==> src/rtl/palindrome_window.sv <==
`default_nettype none
// ============================================================================
// Module  : palindrome_window
// Brief   : Sliding-window serial palindrome / complement-palindrome detector
//           with valid qualifier, synchronous clear and saturating match count.
// Revision: 1.0 - initial release
// ============================================================================
module palindrome_window #(
    parameter int WIDTH = 3,
    parameter int CNT_W = 16
) (
    input  logic             clk,
    input  logic             reset,
    input  logic             x_i,
    input  logic             x_valid_i,
    input  logic             clear_i,
    input  logic             mode_i,
    output logic             palindrome_o,
    output logic             window_full_o,
    output logic [CNT_W-1:0] match_cnt_o
);

    localparam int                 c_FILL_W   = $clog2(WIDTH);
    localparam logic [c_FILL_W-1:0] c_FILL_MAX = c_FILL_W'(WIDTH - 1);
    localparam logic [c_FILL_W-1:0] c_FILL_LAST = c_FILL_W'(WIDTH - 2);
    localparam int                 c_HALF     = WIDTH / 2;
    localparam logic [CNT_W-1:0]   c_CNT_MAX  = {CNT_W{1'b1}};

    localparam logic [0:0] S_FILL = 1'b0;
    localparam logic [0:0] S_RUN  = 1'b1;

    logic [WIDTH-2:0]    r_hist;
    logic [c_FILL_W-1:0] r_fill;
    logic [0:0]          r_state;
    logic [CNT_W-1:0]    r_cnt;

    logic                w_accept;
    logic [WIDTH-1:0]    w_win;
    logic [c_HALF-1:0]   w_pair;
    logic                w_mid_ok;
    logic                w_match;
    logic                w_pal;

    assign w_accept = x_valid_i & ~clear_i;

    // Newest bit sits at index 0, oldest history bit at index WIDTH-1.
    assign w_win = {r_hist, x_i};

    generate
        for (genvar k = 0; k < c_HALF; k++) begin : g_pair
            assign w_pair[k] = ~(w_win[k] ^ w_win[WIDTH-1-k] ^ mode_i);
        end

        if (WIDTH % 2 == 1) begin : g_odd
            // The middle bit pairs with itself, so complement mode can never match.
            assign w_mid_ok = (w_win[c_HALF] == (w_win[c_HALF] ^ mode_i));
        end else begin : g_even
            assign w_mid_ok = 1'b1;
        end
    endgenerate

    assign w_match = (&w_pair) & w_mid_ok;
    assign w_pal   = x_valid_i & window_full_o & ~clear_i & w_match;

    assign palindrome_o  = w_pal;
    assign window_full_o = (r_state == S_RUN);
    assign match_cnt_o   = r_cnt;

    generate
        if (WIDTH == 2) begin : g_hist_w2
            always_ff @(posedge clk or negedge reset) begin
                if (!reset) begin
                    r_hist <= '0;
                end else if (clear_i) begin
                    r_hist <= '0;
                end else if (w_accept) begin
                    r_hist <= x_i;
                end
            end
        end else begin : g_hist_wn
            always_ff @(posedge clk or negedge reset) begin
                if (!reset) begin
                    r_hist <= '0;
                end else if (clear_i) begin
                    r_hist <= '0;
                end else if (w_accept) begin
                    r_hist <= {r_hist[WIDTH-3:0], x_i};
                end
            end
        end
    endgenerate

    always_ff @(posedge clk or negedge reset) begin
        if (!reset) begin
            r_fill  <= '0;
            r_state <= S_FILL;
        end else if (clear_i) begin
            r_fill  <= '0;
            r_state <= S_FILL;
        end else begin
            case (r_state)
                S_FILL: begin
                    if (x_valid_i) begin
                        r_fill <= r_fill + 1'b1;
                        if (r_fill == c_FILL_LAST) begin
                            r_state <= S_RUN;
                        end
                    end
                end
                S_RUN: begin
                    r_fill <= c_FILL_MAX;
                end
                default: begin
                    r_fill  <= '0;
                    r_state <= S_FILL;
                end
            endcase
        end
    end

    always_ff @(posedge clk or negedge reset) begin
        if (!reset) begin
            r_cnt <= '0;
        end else if (clear_i) begin
            r_cnt <= '0;
        end else if (w_pal && (r_cnt != c_CNT_MAX)) begin
            r_cnt <= r_cnt + 1'b1;
        end
    end

endmodule
`default_nettype wire

==> config.mk <==
export PLATFORM = sky130hd
export DESIGN_NAME = palindrome_window
export DESIGN_NICKNAME = d
export VERILOG_FILES = /design/src/rtl/palindrome_window.sv
export SDC_FILE = /design/constraint.sdc
export NUM_CORES = 1
export LEC_CHECK = 0
export BUFFER_PORTS_ARGS = -buffer_cell sky130_fd_sc_hd__buf_2
export CORE_MARGIN = 2
export CORE_UTILIZATION = 53
export DETAILED_ROUTE_END_ITERATION = 10
export GPL_ROUTABILITY_DRIVEN = 0
export PLACE_DENSITY = 0.77
export SYNTH_ARGS = -nofsm -noshare
export SYNTH_HDL_FRONTEND = slang
export SYNTH_SLANG_ARGS = --single-unit
==> constraint.sdc <==
create_clock -name clk -period 2.1 [get_ports clk]
set_clock_uncertainty 0.1 [all_clocks]
set_input_delay 0.315 -clock clk [delete_from_list [all_inputs] [get_ports clk]]
set_output_delay 0.315 -clock clk [all_outputs]
set_load 0.01 [all_outputs]
==> flow_summary.json, run 1 <==
{
  "tightestPinTransition_ps": 467,
  "clk_latency_ps": 300,
  "die_y_um": 50.3,
  "place_inst": 159,
  "worst_hold_path_type": "input pin to register",
  "worstPathRequired_ps": 1680,
  "slew_headroom_pct": 68.8,
  "async_reset_ff_share_pct": 100,
  "coreArea_um2": 2000,
  "synth.avg_cell_area_um2": 10.2,
  "nNetsFinal": 147,
  "finish.instance_area_um2": 1320,
  "slowest_stage": "dfrtp_1",
  "instances_no_fill": 165,
  "power.total_mw": 0.660,
  "cts_buffer_depth": 2,
  "route.vias.total": 959,
  "rows": 16,
  "irDropWorstVdd_mv": 0.390,
  "clock_sinks": 21,
  "num_io_pins": 24,
  "synthAdderAreaFrac_pct": 2.20,
  "cap_violations": 0,
  "numCtsBuffers": 3,
  "root_buffer": "clkbuf_4",
  "area_growth_pct": 15.6,
  "p_leak_nw": 0.640,
  "grt_pass1_wl_um": 4110,
  "ys_seq_elements": 21,
  "synth_nets": 120,
  "post_drt_via_cell_ratio": 5.81,
  "final_util_pct": 65.7,
  "outcome": "completed",
  "antenna_found_initial": 0,
  "final_layout_size_suffix_gt1_share_pct": 26.8,
  "diodes": 0,
  "drt_iter0_markers": 24,
  "regArea_um2": 526,
  "clock.fmax_ghz": 0.492,
  "routed_wl_um": 2380,
  "muxShareOfSynthArea_pct": 2.64,
  "syn-cell-area_um2": 1140,
  "clk_pin_slew_ps": 120,
  "p_per_area_nw_per_um2": 502,
  "htree_levels": 1,
  "grt_usage_pct": 21.3,
  "fin_tns_setup_ps": 0,
  "synth_edf_count": 0,
  "crit_type": "register to primary output",
  "maxSlewViolCount": 0,
  "synth_seq_area_share_pct": 46.2,
  "synth_top_family_by_area": "simple AND/OR/NAND/NOR gates",
  "postCtsSetupBuffers": 0,
  "placed_area_um2": 1260,
  "grt_pass1_vias": 919,
  "cp_max_fo": 9,
  "grt_setup_unrepaired": "yes",
  "finalCritPeriodShare_pct": 96.9,
  "crit_path_end_kind": "primary output",
  "pre_cts_slack_ps": 70.7,
  "fillers": 173,
  "synth_cells": 112,
  "whs_ps": 204,
  "dieWidth_um": 50.3,
  "path_cells": "nand2_4 > nor4_4 > buf_4 > buf_2",
  "setup_slack_ps": 66.0,
  "drcViolationCount": 0,
  "antenna_left": 0,
  "max_stage_delay_ps": 470,
  "wl_per_cell_um": 14.4,
  "yosysWarnings": 0,
  "io_buffers": 23,
  "cts_tree": "yes",
  "firstDrtPassIters": 4,
  "yosys.area_share.simple_pct": 24.0,
  "synth_compound_area_share_pct": 11.9,
  "cp-start-kind": "register",
  "grt_max_degree": 23,
  "multi_input_area_um2": 577,
  "final.min_clock_period_ps": 2030,
  "rrSetupSlack_ps": 90,
  "place.detailed.hpwl_um": 1690,
  "finalSetupViolCount": 0,
  "finalHoldViolations": 0,
  "cp.arrival_ps": 1620,
  "synth_flop_cell": "dfrtp_1",
  "synth_xor_area_share_pct": 8.47,
  "initial_core_util_pct": 56.8,
  "overflow": 0,
  "synth.distinct_cells": 30,
  "die_area_um2": 2530
}
## final cells by class
class	instances	share of cell area [%]
sequential	21	40.0
timing repair buffer	27	11.2
inverter	1	0.285
clock inverter	1	0.381
multi-input combinational	85	43.9
clock buffer	3	1.71
tap	27	2.57
## repair_timing
item,in CTS,in global routing
hold buffers,1,0
hold endpoints to repair,21,0
endpoints found under the setup margin,0,9
gates resized for setup,0,1
## cells by family (layout without fill, tap and decap cells)
group,Yosys count,count (layout)
XOR/XNOR,11,11
AO/OA/AOI/OAI,19,20
AND/OR/NAND/NOR,49,49
buffers and inverters,7,32
adder cells (fa/ha/maj),2,2
multiplexers,3,3
flip-flops,21,21
## metal layers
layer | share of wire, % | vias to the layer above | routed length, µm | GRT usage, %
li1 | - | 460 | - | -
met1 | 45 | 471 | 1070 | 25.8
met2 | 51 | 24 | 1210 | 37.3
met3 | 3.6 | 4 | 85 | 5.65
met4 | 0.80 | 0 | 19 | 5.41
met5 | 0 | - | 0 | 0
## state kept, by name (all words and copies together) (netlist names)
| name | count |
|---|---|
| r_fill | 2 |
| match_cnt_o | 16 |
| window_full_o | 1 |
| r_hist | 2 |
## power breakdown
group | internal (mW) | switching (mW)
clock network | 0.0711 | 0.120
logic | 0.0190 | 0.0316
registers | 0.412 | 0.00651
## final timing paths
| kind | startpoint | to | cells after the start |
|---|---|---|---|
| hold reg to reg | r_hist[0] | r_hist[1] | 2 |
| max in group asynchronous | reset | match_cnt_o[2] | 2 |
| hold / removal | x_i | r_hist[0] | 3 |
| setup / recovery | window_full_o | palindrome_o | 4 |
| setup reg to reg | window_full_o | match_cnt_o[15] | 5 |
| min in group asynchronous | reset | match_cnt_o[11] | 2 |
## critical path: cells and delay by family (launching register included)
family / cells / cell delay (ps)
flip-flops: 1 / 470
AND/OR/NAND/NOR: 2 / 460
buffers and inverters: 2 / 380
## cell usage in the layout, fill, tap and decap left out, drive strengths merged, types with 2 or more instances in the layout
cell type   n
nor3        2
o2111ai     3
nand2       7
nor2       16
o31ai       3
and3        5
nand3       2
clkbuf      3
nand4       5
o211ai      3
and2        2
dfrtp      21
xnor2       2
a21oi       7
o21ai       3
or3         3
xor2        9
or4         4
mux2i       3
ha          2
buf        26
## cell usage after synthesis (2+ instances only)
cell type | number | area share (%)
dfrtp_1 | 21 | 46
nor2_1 | 16 | 5.3
xor2_1 | 9 | 6.9
a21oi_1 | 7 | 3.1
nand2_1 | 6 | 2.0
nand4_1 | 5 | 2.8
and3_1 | 4 | 2.2
or4_1 | 4 | 2.6
buf_6 | 3 | 3.0
mux2i_1 | 3 | 2.6
o2111ai_1 | 3 | 2.3
o21ai_0 | 3 | 1.3
o31ai_1 | 3 | 2.0
or3_1 | 3 | 1.7
and2_1 | 2 | 1.1
clkbuf_1 | 2 | 0.66
ha_1 | 2 | 2.2
nand3_1 | 2 | 0.88
nor3_1 | 2 | 0.88
xnor2_1 | 2 | 1.5
Power figures use the tool's default switching activity.
==> inputs of run 2 (changes only) <==
--- a/config.mk
+++ b/config.mk
@@ -11,6 +11,7 @@
 export DETAILED_ROUTE_END_ITERATION = 10
 export GPL_ROUTABILITY_DRIVEN = 0
 export PLACE_DENSITY = 0.77
+export REMOVE_ABC_BUFFERS = 1
 export SYNTH_ARGS = -nofsm -noshare
 export SYNTH_HDL_FRONTEND = slang
 export SYNTH_SLANG_ARGS = --single-unit
==> flow_summary.json, run 2 (synthesized netlist as in run 1, its figures left out) <==
{
  "crit_type": "register to primary output",
  "coreArea_um2": 2000,
  "cap_violations": 0,
  "cts_buffer_depth": 2,
  "die_area_um2": 2530,
  "firstDrtPassIters": 4,
  "nNetsFinal": 147,
  "crit_path_end_kind": "primary output",
  "critPathTopFamily": "flip-flops",
  "rrSetupSlack_ps": 190,
  "cts_tree": "yes",
  "timing.rr.start": "match_cnt_o[0]",
  "rows": 16,
  "outcome": "completed",
  "htree_levels": 1,
  "dieWidth_um": 50.3,
  "hold_end": "r_hist[0]",
  "drt_iter0_markers": 18,
  "largest_reg_flops": 16,
  "post_drt_via_cell_ratio": 5.70,
  "maxSlewViolCount": 0,
  "wl_per_cell_um": 14.3,
  "area_growth_pct": 15.5,
  "clk_pin_slew_ps": 110,
  "mostFrequentLayoutCells": "buf_2 (23), dfrtp_1 (21), nor2_1 (16)",
  "clk_latency_ps": 300,
  "min_path_cells": 3,
  "worst_hold_path_type": "input pin to register",
  "place.detailed.hpwl_um": 1720,
  "drcViolationCount": 0,
  "diodes": 0,
  "numCtsBuffers": 3,
  "cp.arrival_ps": 1540,
  "instances_no_fill": 165,
  "critPathBufInv": 2,
  "die_y_um": 50.3,
  "cp_max_fo": 9,
  "finalSetupViolCount": 0,
  "irDropWorstVdd_mv": 0.390,
  "final_layout_size_suffix_gt1_share_pct": 26.1,
  "antenna_found_initial": 0,
  "io_buffers": 23,
  "p_per_area_nw_per_um2": 504,
  "grt_usage_pct": 21.1,
  "worstPathRequired_ps": 1680,
  "final.min_clock_period_ps": 1950,
  "overflow": 0,
  "reg2reg_depth": 6,
  "clock.fmax_ghz": 0.512,
  "routed_wl_um": 2350,
  "fin_tns_setup_ps": 0,
  "grt_max_degree": 23,
  "clock_sinks": 21,
  "antenna_left": 0,
  "grt_pass1_wl_um": 4080,
  "path_cells": "nand2_4 > nor4_4 > buf_4 > buf_2",
  "tightestPinTransition_ps": 479,
  "initial_core_util_pct": 56.8,
  "slew_headroom_pct": 68.1,
  "route.vias.total": 940,
  "place_inst": 159,
  "p_leak_nw": 0.637,
  "num_io_pins": 24,
  "finalHoldViolations": 0,
  "min_from": "x_i",
  "grt_pass1_vias": 906,
  "cp-start-kind": "register",
  "r2r_end": "match_cnt_o[15]",
  "finalCritPeriodShare_pct": 92.9,
  "final_common_cell": "buf_2",
  "slowest_stage": "dfrtp_1",
  "max_stage_delay_ps": 460,
  "grt_setup_unrepaired": "no",
  "root_buffer": "clkbuf_4"
}
## run 2: cell types whose count changed in the layout (fill, tap and decap cells not counted)
cell and change:
clkbuf_1 +1, clkinv_2 -1
## run 2: metal layers
metal | vias to the layer above | track usage (%) | share of wire [%]
met5 | - | 0 | 0
met1 | 454 | 27.9 | 44
li1 | 458 | - | -
met3 | 3 | 4.17 | 5.0
met2 | 25 | 34.0 | 49
met4 | 0 | 8.11 | 1.2
## run 2: timing repair
item	CTS	global route
setup endpoints to repair	0	7
buffers inserted	0	0
hold buffers	1	0
hold endpoints to repair	21	0
resized for setup	0	1
## run 2: how the worst max path moves through the flow
stage                         startpoint  cells after the start              end
after detailed placement  match_cnt_o[0]                      6   match_cnt_o[3]
after CTS                 match_cnt_o[0]                      6   match_cnt_o[7]
after global placement    match_cnt_o[0]                      6   match_cnt_o[3]
after global routing       window_full_o                      4     palindrome_o
after floorplan            window_full_o                      5  match_cnt_o[11]
final                      window_full_o                      4     palindrome_o
## run 2: layout make-up
cell class,count,area [µm²]
multi-input cells,85,577
inverters,1,3.75
repair buffers,27,148
flip-flops and latches,21,526
well taps,27,33.8
fillers,193,688
clock buffers,4,26.3
## run 2: per-stage QoR
stage                     hold slack (ps)  total power, mW  cell area [µm²]  util (%)  setup slack [ps]
after global routing                  210            0.695             1310      65.6              47.8
after detailed placement              194            0.476             1260      62.9               107
after global placement                193            0.475             1260      62.9               170
after CTS                             203            0.673             1300      64.8              69.2
final                                 195            0.663             1310      65.6               148
after floorplan                     -80.6            0.446             1090         -              56.6
## run 2: worst register-to-register path, stage by stage, from the launching register on
cell and delay (ps):
dfrtp_1 430, ha_1 250, nand2_1 90, or3_4 180, o211ai_2 150, or4_1 500, a21oi_1 140
## run 2: where the power goes
group | switching [mW] | internal [mW]
clock network | 0.120 | 0.0742
logic | 0.0317 | 0.0188
registers | 0.00628 | 0.412
total | 0.158 | 0.505
==> inputs of run 3 (changes only) <==
--- a/config.mk
+++ b/config.mk
@@ -7,10 +7,10 @@
 export LEC_CHECK = 0
 export BUFFER_PORTS_ARGS = -buffer_cell sky130_fd_sc_hd__buf_2
 export CORE_MARGIN = 2
-export CORE_UTILIZATION = 53
+export CORE_UTILIZATION = 45
 export DETAILED_ROUTE_END_ITERATION = 10
 export GPL_ROUTABILITY_DRIVEN = 0
-export PLACE_DENSITY = 0.77
+export PLACE_DENSITY = 0.67
 export REMOVE_ABC_BUFFERS = 1
 export SYNTH_ARGS = -nofsm -noshare
 export SYNTH_HDL_FRONTEND = slang
==> flow_summary.json, run 3 (synthesized netlist as in run 1, its figures left out) <==
{
  "whs_ps": 193,
  "cap_violations": 0,
  "mostFrequentLayoutCells": "buf_2 (23), dfrtp_1 (21), nor2_1 (16)",
  "nNetsFinal": 146,
  "p_per_area_nw_per_um2": 512,
  "rows": 18,
  "route.vias.total": 925,
  "antenna_found_initial": 0,
  "outcome": "completed",
  "firstDrtPassIters": 4,
  "overflow": 0,
  "coreArea_um2": 2430,
  "area_growth_pct": 14.7,
  "cp-start-kind": "register",
  "fin_tns_setup_ps": 0,
  "io_buffers": 23,
  "final_layout_size_suffix_gt1_share_pct": 25.5,
  "finalHoldViolations": 0,
  "die_y_um": 54.3,
  "final_util_pct": 53.7,
  "dieWidth_um": 54.3,
  "grt_usage_pct": 18.1,
  "cp_max_fo": 13,
  "drcViolationCount": 0,
  "num_io_pins": 24,
  "power.total_mw": 0.668,
  "grt_pass1_wl_um": 3810,
  "multi_input_area_um2": 564,
  "clk_pin_slew_ps": 120,
  "worst_hold_path_type": "input pin to register",
  "fillers": 245,
  "worstPathRequired_ps": 2240,
  "grt_setup_unrepaired": "no",
  "post_drt_via_cell_ratio": 5.54,
  "grt_max_degree": 23,
  "crit_type": "register to register",
  "slew_headroom_pct": 67.1,
  "tightestPinTransition_ps": 493,
  "final_common_cell": "buf_2",
  "antenna_left": 0,
  "placed_area_um2": 1260,
  "grt_pass1_vias": 845,
  "clock_sinks": 21,
  "clock.fmax_ghz": 0.503,
  "initial_core_util_pct": 46.8,
  "drt_iter0_markers": 12,
  "regArea_um2": 526,
  "die_area_um2": 2950,
  "crit_path_end_kind": "register",
  "final.min_clock_period_ps": 1990,
  "clk_latency_ps": 300,
  "finalSetupViolCount": 0,
  "root_buffer": "clkbuf_4",
  "cts_buffer_depth": 2,
  "place.detailed.hpwl_um": 1710,
  "postCtsSetupBuffers": 0,
  "cts_tree": "yes",
  "routed_wl_um": 2420,
  "irDropWorstVdd_mv": 0.468,
  "numCtsBuffers": 3,
  "maxSlewViolCount": 0,
  "wl_per_cell_um": 14.5,
  "largest_reg_flops": 16,
  "htree_levels": 1,
  "p_leak_nw": 0.627,
  "finish.instance_area_um2": 1310,
  "finalCritPeriodShare_pct": 94.7,
  "diodes": 0,
  "cp.arrival_ps": 2120
}
==> run 3: path summary, 6_finish.rpt <==
kind	start	endpoint	slack, ps	depth (start not counted)
setup reg to reg	match_cnt_o[0]	match_cnt_o[9]	110	6
min in group asynchronous	reset	match_cnt_o[13]	390	2
hold reg to reg	r_hist[0]	r_hist[0]	450	2
hold / removal	x_i	r_hist[0]	190	3
setup / recovery	match_cnt_o[0]	match_cnt_o[9]	110	6
max in group asynchronous	reset	match_cnt_o[4]	1180	2
==> run 3: critical path, cell delays in order, from the launching register on <==
cell	delay, ps
dfrtp_1	420
ha_1	230
nand2_1	90
or3_4	420
o211ai_4	370
o21ai_0	150
a21oi_1	150
==> run 3: where the power goes <==
| group | leakage (nW) | internal [mW] | total [mW] | switching [mW] |
|---|---|---|---|---|
| Clock | 0.0150 | 0.0740 | 0.197 | 0.123 |
| Sequential | 0.290 | 0.412 | 0.419 | 0.00660 |
| Combinational | 0.322 | 0.0192 | 0.0524 | 0.0332 |
==> run 3: repair_timing <==
action	in CTS	in global routing
setup endpoints to repair	0	7
gates resized for setup	0	1
hold buffers	1	0
endpoints found under the hold margin	21	0
==> run 3: stage by stage <==
step | worst slack [ps] | cells
finish | 110 | 167
floorplan | 56.6 | 106
CTS | 41.0 | 167
detailed placement | 77.2 | 162
global route | 25.2 | 167
global placement | 160 | 162
==> run 3: layout make-up <==
class	count	share of cell area (%)
clock buffers	4	2.01
well taps	30	2.88
multi-input cells	84	43.2
repair buffers	27	11.3
flip-flops and latches	21	40.3
inverters	1	0.288
==> run 3: metal layers <==
metal | track usage [%] | share of wire, % | vias to the layer above | wire length, µm
li1 | - | - | 452 | -
met1 | 24.6 | 49 | 454 | 1200
met2 | 29.1 | 47 | 17 | 1130
met3 | 2.46 | 3.5 | 2 | 85
met4 | 7.50 | 0.41 | 0 | 10
met5 | 0 | 0 | - | 0
